File: src/rtl/rv_decode_pkg.sv
// ---------------------------------------------------------------------------
// rv_decode_pkg : shared encodings for the RV32I decoder and the 16-bit ALU
// Revision      : 1.0 initial release
// ---------------------------------------------------------------------------
`default_nettype none

package rv_decode_pkg;

  localparam logic [6:0] OPC_LUI    = 7'b0110111;
  localparam logic [6:0] OPC_AUIPC  = 7'b0010111;
  localparam logic [6:0] OPC_JAL    = 7'b1101111;
  localparam logic [6:0] OPC_JALR   = 7'b1100111;
  localparam logic [6:0] OPC_BRANCH = 7'b1100011;
  localparam logic [6:0] OPC_LOAD   = 7'b0000011;
  localparam logic [6:0] OPC_STORE  = 7'b0100011;
  localparam logic [6:0] OPC_OPIMM  = 7'b0010011;
  localparam logic [6:0] OPC_OP     = 7'b0110011;

  typedef enum logic [4:0] {
    CA_ADD   = 5'd0,  CA_SUB  = 5'd1,  CA_SLL  = 5'd2,  CA_SLT  = 5'd3,
    CA_SLTU  = 5'd4,  CA_XOR  = 5'd5,  CA_SRL  = 5'd6,  CA_SRA  = 5'd7,
    CA_OR    = 5'd8,  CA_AND  = 5'd9,  CA_PASSB = 5'd10, CA_ADDPC = 5'd11,
    CA_BEQ   = 5'd12, CA_BNE  = 5'd13, CA_BLT  = 5'd14, CA_BGE  = 5'd15,
    CA_BLTU  = 5'd16, CA_BGEU = 5'd17, CA_NOP  = 5'd31
  } ctrl_alu_e;

  localparam logic [1:0] RW_ALU = 2'b00;
  localparam logic [1:0] RW_MEM = 2'b01;
  localparam logic [1:0] RW_PC4 = 2'b10;
  localparam logic [1:0] RW_IMM = 2'b11;

  localparam logic [1:0] SZ_BYTE = 2'b00;
  localparam logic [1:0] SZ_HALF = 2'b01;
  localparam logic [1:0] SZ_WORD = 2'b10;

  localparam logic [2:0] AC_AND  = 3'b000;
  localparam logic [2:0] AC_OR   = 3'b001;
  localparam logic [2:0] AC_ADD  = 3'b010;
  localparam logic [2:0] AC_XOR  = 3'b011;
  localparam logic [2:0] AC_NOR  = 3'b100;
  localparam logic [2:0] AC_SLTU = 3'b101;
  localparam logic [2:0] AC_SUB  = 3'b110;
  localparam logic [2:0] AC_SLT  = 3'b111;

  // Shared funct3 map for OP and OP-IMM; SUB only exists in the register form.
  function automatic ctrl_alu_e arith_map(input logic [2:0] f3, input logic f7b,
                                          input logic is_reg);
    ctrl_alu_e c;
    case (f3)
      3'b000:  c = (is_reg && f7b) ? CA_SUB : CA_ADD;
      3'b001:  c = CA_SLL;
      3'b010:  c = CA_SLT;
      3'b011:  c = CA_SLTU;
      3'b100:  c = CA_XOR;
      3'b101:  c = f7b ? CA_SRA : CA_SRL;
      3'b110:  c = CA_OR;
      default: c = CA_AND;
    endcase
    return c;
  endfunction

endpackage

`default_nettype wire

File: src/rtl/alu16_core.sv
// ---------------------------------------------------------------------------
// alu16_core : combinational scalar ALU with zero detect
// Revision   : 1.0 initial release
// ---------------------------------------------------------------------------
`default_nettype none

module alu16_core
  import rv_decode_pkg::*;
#(
  parameter int DATA_W = 16
) (
  input  logic [DATA_W-1:0] i_a,
  input  logic [DATA_W-1:0] i_b,
  input  logic [2:0]        i_ctrl,
  output logic [DATA_W-1:0] o_result,
  output logic              o_zero
);

  logic w_lt_s;
  logic w_lt_u;

  assign w_lt_s = $signed(i_a) < $signed(i_b);
  assign w_lt_u = i_a < i_b;

  always_comb begin
    o_result = '0;
    case (i_ctrl)
      AC_AND:  o_result = i_a & i_b;
      AC_OR:   o_result = i_a | i_b;
      AC_ADD:  o_result = i_a + i_b;
      AC_XOR:  o_result = i_a ^ i_b;
      AC_NOR:  o_result = ~(i_a | i_b);
      AC_SLTU: o_result = {{(DATA_W-1){1'b0}}, w_lt_u};
      AC_SUB:  o_result = i_a - i_b;
      default: o_result = {{(DATA_W-1){1'b0}}, w_lt_s};
    endcase
  end

  assign o_zero = (o_result == '0);

endmodule

`default_nettype wire

File: src/rtl/rv_decode_alu.sv
// ---------------------------------------------------------------------------
// rv_decode_alu : registered RV32I decoder plus independent 16-bit ALU
// Revision      : 1.0 initial release
// ---------------------------------------------------------------------------
`default_nettype none

module rv_decode_alu
  import rv_decode_pkg::*;
#(
  parameter int DATA_W = 16
) (
  input  logic              clk,
  input  logic              rst_n,
  input  logic [31:0]       inst,
  input  logic [DATA_W-1:0] alu_src1,
  input  logic [DATA_W-1:0] alu_src2,
  input  logic [2:0]        alu_ctrl,
  output logic [4:0]        control_alu,
  output logic              write_out,
  output logic [1:0]        reg_write,
  output logic              alu_op,
  output logic              read_data_mem,
  output logic              write_data_mem,
  output logic [1:0]        size_data_mem,
  output logic              jal,
  output logic              jalr,
  output logic [DATA_W-1:0] alu_result,
  output logic              zero
);

  logic [6:0]  w_opc;
  logic [2:0]  w_f3;
  logic        w_f7b;
  logic        w_unused_bits;

  ctrl_alu_e   w_ctrl;
  logic        w_wr, w_aop, w_rd, w_wm, w_jal, w_jalr;
  logic [1:0]  w_rsel, w_size;

  logic [DATA_W-1:0] w_res;
  logic              w_zero;

  assign w_opc         = inst[6:0];
  assign w_f3          = inst[14:12];
  assign w_f7b         = inst[30];
  assign w_unused_bits = ^{inst[31], inst[29:15], inst[11:7]};

  // Defaults describe the illegal-instruction NOP; legal paths override them.
  always_comb begin
    w_ctrl = CA_NOP;
    w_wr   = 1'b0;
    w_rsel = RW_ALU;
    w_aop  = 1'b0;
    w_rd   = 1'b0;
    w_wm   = 1'b0;
    w_size = SZ_BYTE;
    w_jal  = 1'b0;
    w_jalr = 1'b0;
    case (w_opc)
      OPC_LUI: begin
        w_ctrl = CA_PASSB; w_wr = 1'b1; w_rsel = RW_IMM; w_aop = 1'b1;
      end
      OPC_AUIPC: begin
        w_ctrl = CA_ADDPC; w_wr = 1'b1; w_rsel = RW_ALU; w_aop = 1'b1;
      end
      OPC_JAL: begin
        w_ctrl = CA_ADD; w_wr = 1'b1; w_rsel = RW_PC4; w_aop = 1'b1; w_jal = 1'b1;
      end
      OPC_JALR: begin
        if (w_f3 == 3'b000) begin
          w_ctrl = CA_ADD; w_wr = 1'b1; w_rsel = RW_PC4; w_aop = 1'b1; w_jalr = 1'b1;
        end
      end
      OPC_BRANCH: begin
        case (w_f3)
          3'b000:  w_ctrl = CA_BEQ;
          3'b001:  w_ctrl = CA_BNE;
          3'b100:  w_ctrl = CA_BLT;
          3'b101:  w_ctrl = CA_BGE;
          3'b110:  w_ctrl = CA_BLTU;
          3'b111:  w_ctrl = CA_BGEU;
          default: w_ctrl = CA_NOP;
        endcase
      end
      OPC_LOAD: begin
        if (w_f3 != 3'b011 && w_f3 != 3'b110 && w_f3 != 3'b111) begin
          w_ctrl = CA_ADD; w_rd = 1'b1; w_wr = 1'b1; w_rsel = RW_MEM;
          w_aop  = 1'b1;   w_size = w_f3[1:0];
        end
      end
      OPC_STORE: begin
        if (w_f3 == 3'b000 || w_f3 == 3'b001 || w_f3 == 3'b010) begin
          w_ctrl = CA_ADD; w_wm = 1'b1; w_aop = 1'b1; w_size = w_f3[1:0];
        end
      end
      OPC_OPIMM: begin
        w_ctrl = arith_map(w_f3, w_f7b, 1'b0);
        w_wr = 1'b1; w_rsel = RW_ALU; w_aop = 1'b1;
      end
      OPC_OP: begin
        w_ctrl = arith_map(w_f3, w_f7b, 1'b1);
        w_wr = 1'b1; w_rsel = RW_ALU; w_aop = 1'b0;
      end
      default: w_ctrl = CA_NOP;
    endcase
  end

  alu16_core #(.DATA_W(DATA_W)) u_alu (
    .i_a      (alu_src1),
    .i_b      (alu_src2),
    .i_ctrl   (alu_ctrl),
    .o_result (w_res),
    .o_zero   (w_zero)
  );

  logic [4:0]        r_ctrl;
  logic              r_wr, r_aop, r_rd, r_wm, r_jal, r_jalr, r_zero;
  logic [1:0]        r_rsel, r_size;
  logic [DATA_W-1:0] r_res;

  always_ff @(posedge clk or negedge rst_n) begin
    if (!rst_n) begin
      r_ctrl <= CA_NOP;
      r_wr   <= 1'b0;
      r_rsel <= 2'b00;
      r_aop  <= 1'b0;
      r_rd   <= 1'b0;
      r_wm   <= 1'b0;
      r_size <= 2'b00;
      r_jal  <= 1'b0;
      r_jalr <= 1'b0;
      r_res  <= '0;
      r_zero <= 1'b0;
    end else begin
      r_ctrl <= w_ctrl;
      r_wr   <= w_wr;
      r_rsel <= w_rsel;
      r_aop  <= w_aop;
      r_rd   <= w_rd;
      r_wm   <= w_wm;
      r_size <= w_size;
      r_jal  <= w_jal;
      r_jalr <= w_jalr;
      r_res  <= w_res;
      r_zero <= w_zero;
    end
  end

  assign control_alu    = r_ctrl;
  assign write_out      = r_wr;
  assign reg_write      = r_rsel;
  assign alu_op         = r_aop;
  assign read_data_mem  = r_rd;
  assign write_data_mem = r_wm;
  assign size_data_mem  = r_size;
  assign jal            = r_jal;
  assign jalr           = r_jalr;
  assign alu_result     = r_res;
  assign zero           = r_zero;

endmodule

`default_nettype wire

File: config.mk
export PLATFORM = sky130hd
export DESIGN_NAME = rv_decode_alu
export DESIGN_NICKNAME = d
export VERILOG_FILES = /design/src/rtl/rv_decode_pkg.sv /design/src/rtl/alu16_core.sv /design/src/rtl/rv_decode_alu.sv
export SDC_FILE = /design/constraint.sdc
export NUM_CORES = 1
export LEC_CHECK = 0
export ABC_AREA = 0
export CELL_PAD_IN_SITES_DETAIL_PLACEMENT = 2
export CELL_PAD_IN_SITES_GLOBAL_PLACEMENT = 2
export CORE_ASPECT_RATIO = 0.8
export CORE_MARGIN = 5
export CORE_UTILIZATION = 29
export DETAILED_ROUTE_END_ITERATION = 12
export GPL_TIMING_DRIVEN = 0
export PLACE_DENSITY_LB_ADDON = 0.1
export SLEW_MARGIN = 20
export SYNTH_ARGS = -nofsm -noshare
export SYNTH_HDL_FRONTEND = slang
export SYNTH_SLANG_ARGS = --single-unit
export TNS_END_PERCENT = 50
File: constraint.sdc
create_clock -name clk -period 0.8 [get_ports clk]
set_input_delay 0.12 -clock clk [delete_from_list [all_inputs] [get_ports clk]]
set_output_delay 0.12 -clock clk [all_outputs]
set_load 0.005 [all_outputs]
==> impl_metrics.py <==
metrics = {
    "cts": {
        "clock-sinks": 32,
        "cts.clk_slew.worst_paths_ns": 0.07,
        "h-tree-depth": 2,
        "clockBufferDepth": 2,
        "cts_buffers": 5,
        "cts_tree": "built",
        "cts_root_buf": "clkbuf_16",
    },
    "timing": {
        "worst_slack_ns": -1.69,
        "period_share_pct": 311,
        "final.setup.tns_ns": -28.52,
        "relSlewSlack_pct": 48.5,
        "finalHoldViolCount": 27,
        "max_slew.worst_pin.slew_ns": 0.773,
        "fmax_mhz": 402,
        "whs_ns": -0.0891,
        "setup_viol": 63,
        "fin_crit_ns": 2.49,
        "drv_slew": 0,
        "rsz0062_at_grt": "true",
    },
    "floorplanning": {
        "die_x_um": 145,
        "dieHeight_um": 118,
        "dieArea_um2": 17000,
        "io_pins": 101,
        "start_util_pct": 29.5,
        "design.core.area_um2": 14200,
        "row_count": 39,
    },
    "min_path": {
        "hold_path_class": "input pin to asynchronous set/reset pin",
    },
    "synth": {
        "ys_ff_latch": 32,
        "synth.distinct_cells": 81,
        "synth_nets": 665,
        "syn_area_um2": 4200,
        "synthCells": 539,
        "avgSynthCellArea_um2": 7.79,
        "yosys_most_used_dff": "dfrtp_1",
        "synth_edf_count": 0,
        "yosysSeqAreaShare_pct": 19.2,
        "synthArstFlopShare_pct": 100,
        "ys_warn_count": 0,
    },
    "worst_setup_path": {
        "worst-path-max-fanout": 3,
        "cp-start-kind": "input pin",
        "cp_slowest_stage_delay_ns": 0.37,
        "arrival_ns": 2.66,
        "critPathKind": "input pin to flip-flop",
        "crit_slowest_cell": "a221oi_4",
        "crit_top_cell": "buf_4",
        "crit_start": "alu_src1[1]",
        "path_cells": "buf_8, clkinvlp_4, buf_6, ha_4, buf_4, nor2_4, o211ai_1, a2bb2oi_2, buf_4, a21oi_4, a211o_1, a221oi_4, o311ai_4, nor4_2",
        "cp.required_ns": 0.98,
        "endpoint_kind": "flip-flop",
    },
    "job": {
        "maxCapViolations": 0,
    },
    "power_and_ir_drop": {
        "clkPwrFrac_pct": 22.3,
        "pwr-share-comb_pct": 57.2,
        "p_leak_nw": 3.14,
        "power_density_nw_per_um2": 1210,
        "report.power.total_w": 0.00890,
        "p_switching_w": 0.00373,
        "seq_power_share_pct": 20.5,
        "intPower_w": 0.00517,
        "ir_drop_v": 0.000950,
        "sw_frac_of_total_pct": 41.9,
    },
    "global_routing": {
        "grtUsageTotal_pct": 26.0,
        "grt_overflow": 0,
        "grt_max_degree": 33,
        "antenna_found_initial": 0,
        "grt_pass1_vias": 5819,
        "grt_first_pass_wirelength_mm": 34.8,
    },
    "detailed_routing": {
        "drt-wirelength-per-cell_um": 27.6,
        "vias": 5332,
        "ant_nets": 0,
        "drtIter0Drc": 358,
        "wl_mm": 24.9,
        "viasPerCell": 5.90,
        "first_pass_iters": 5,
        "drc_errors": 0,
    },
    "cells_and_area": {
        "final_common_cell": "buf_4",
        "areaGrowthSynthToFinish_pct": 74.8,
        "layout_common_cells": "buf_4, nor2_1, buf_6",
        "drive_gt1_share_pct": 54.7,
        "diodes": 0,
        "final_area_um2": 7340,
        "final_net_count": 844,
    },
    "placed_design": {
        "place.gp.congestion": 0.845,
        "preCtsSetupSlack_ns": -2.82,
        "place_area_um2": 5550,
        "dp_hpwl_mm": 14.6,
        "port_buffers": 77,
    },
    "run_status": {
        "violations": "hold timing, setup timing",
        "status": "complete, but fails checks",
    },
}
per-layer routing:
layer,track usage [%],vias up,routed length (µm)
li1,-,2338,-
met1,35.1,2747,10600
met2,44.7,201,12500
met3,3.37,46,1220
met4,4.55,0,559
met5,0,-,0
synthesized netlist by cell type (all sizes together), types with 5 or more instances:
cell | instances | area share [%]
o211ai | 14 | 2.5
nor3 | 16 | 2.0
nand4 | 7 | 1.0
and3 | 5 | 0.75
nor2 | 49 | 4.4
a21o | 6 | 1.1
ha | 55 | 16
buf | 16 | 2.1
o21ai | 25 | 3.0
a21oi | 32 | 3.8
or2 | 5 | 0.75
o221ai | 5 | 1.0
a211oi | 12 | 2.4
a22oi | 6 | 1.1
inv | 63 | 5.6
nor2b | 11 | 1.6
mux2i | 8 | 1.9
a2111oi | 5 | 1.4
nand2 | 31 | 2.8
dfrtp | 27 | 16
nand3 | 16 | 1.9
nand2b | 14 | 2.1
o31ai | 12 | 2.1
o21bai | 5 | 0.89
dfstp | 5 | 3.1
clkbuf | 8 | 0.72
metrics by stage:
| stage | util (%) | hold WS, ns | instances |
|---|---|---|---|
| after floorplan | - | -0.176 | 539 |
| after global placement | 39.0 | 0.614 | 800 |
| after detailed placement | 39.0 | 0.229 | 800 |
| after CTS | 49.0 | -0.0687 | 876 |
| after global routing | 51.5 | -0.0266 | 903 |
| final | 51.5 | -0.0891 | 903 |
repair_timing:
item | CTS | global route
endpoints found under the setup margin | 64 | 63
gates cloned | 0 | 0
resized for setup | 448 | 76
pin swaps | 84 | 44
endpoints found under the hold margin | 27 | 27
buffers inserted | 77 | 29
final cells by class:
| cell class | instances | area, µm² |
|---|---|---|
| multi-input combinational | 420 | 4220 |
| fill | 1493 | 6910 |
| timing repair buffer | 179 | 1480 |
| buffer | 17 | 168 |
| clock inverter | 3 | 23.8 |
| inverter | 63 | 282 |
| clock buffer | 5 | 125 |
| sequential | 32 | 807 |
| tap | 184 | 230 |
cells by family after synthesis:
kind of cell	after synthesis	synth area share, %
mux	10	2.44
fa+ha+maj	58	17.6
flops	32	19.2
compound gates	173	30.0
simple gates	178	22.1
xor+xnor	1	0.209
buf+inv	87	8.47
power groups by stage:
stage                     sequential, W  combinational, W  clock, W
after floorplan                 0.00185           0.00192         0
after global placement          0.00183           0.00324         0
after detailed placement        0.00184           0.00335         0
after CTS                       0.00181           0.00446   0.00197
after global routing            0.00184           0.00533   0.00208
final                           0.00183           0.00509   0.00198
flip-flops by register name, indices dropped and copies added, names as in the netlist, 2 cells and up:
| register | count |
|---|---|
| alu_result | 16 |
| control_alu | 5 |
| reg_write | 2 |
| size_data_mem | 2 |
critical path: cells and delay by family:
| family | cells | cell delay [ns] |
|---|---|---|
| buffers and inverters | 5 | 0.63 |
| and+or+nand+nor | 2 | 0.33 |
| AOI/OAI and AO/OA | 6 | 1.34 |
| adders and majority gates | 1 | 0.25 |
final timing paths:
| kind | to | slack, ns | cells after the start |
|---|---|---|---|
| max | zero | -1.69 | 14 |
| min | reg_write[1] | -0.09 | 1 |
| max in group asynchronous | alu_result[13] | 0.39 | 1 |
| min in group clk | jal | 0.16 | 3 |
(Power assumes the default switching activity.)
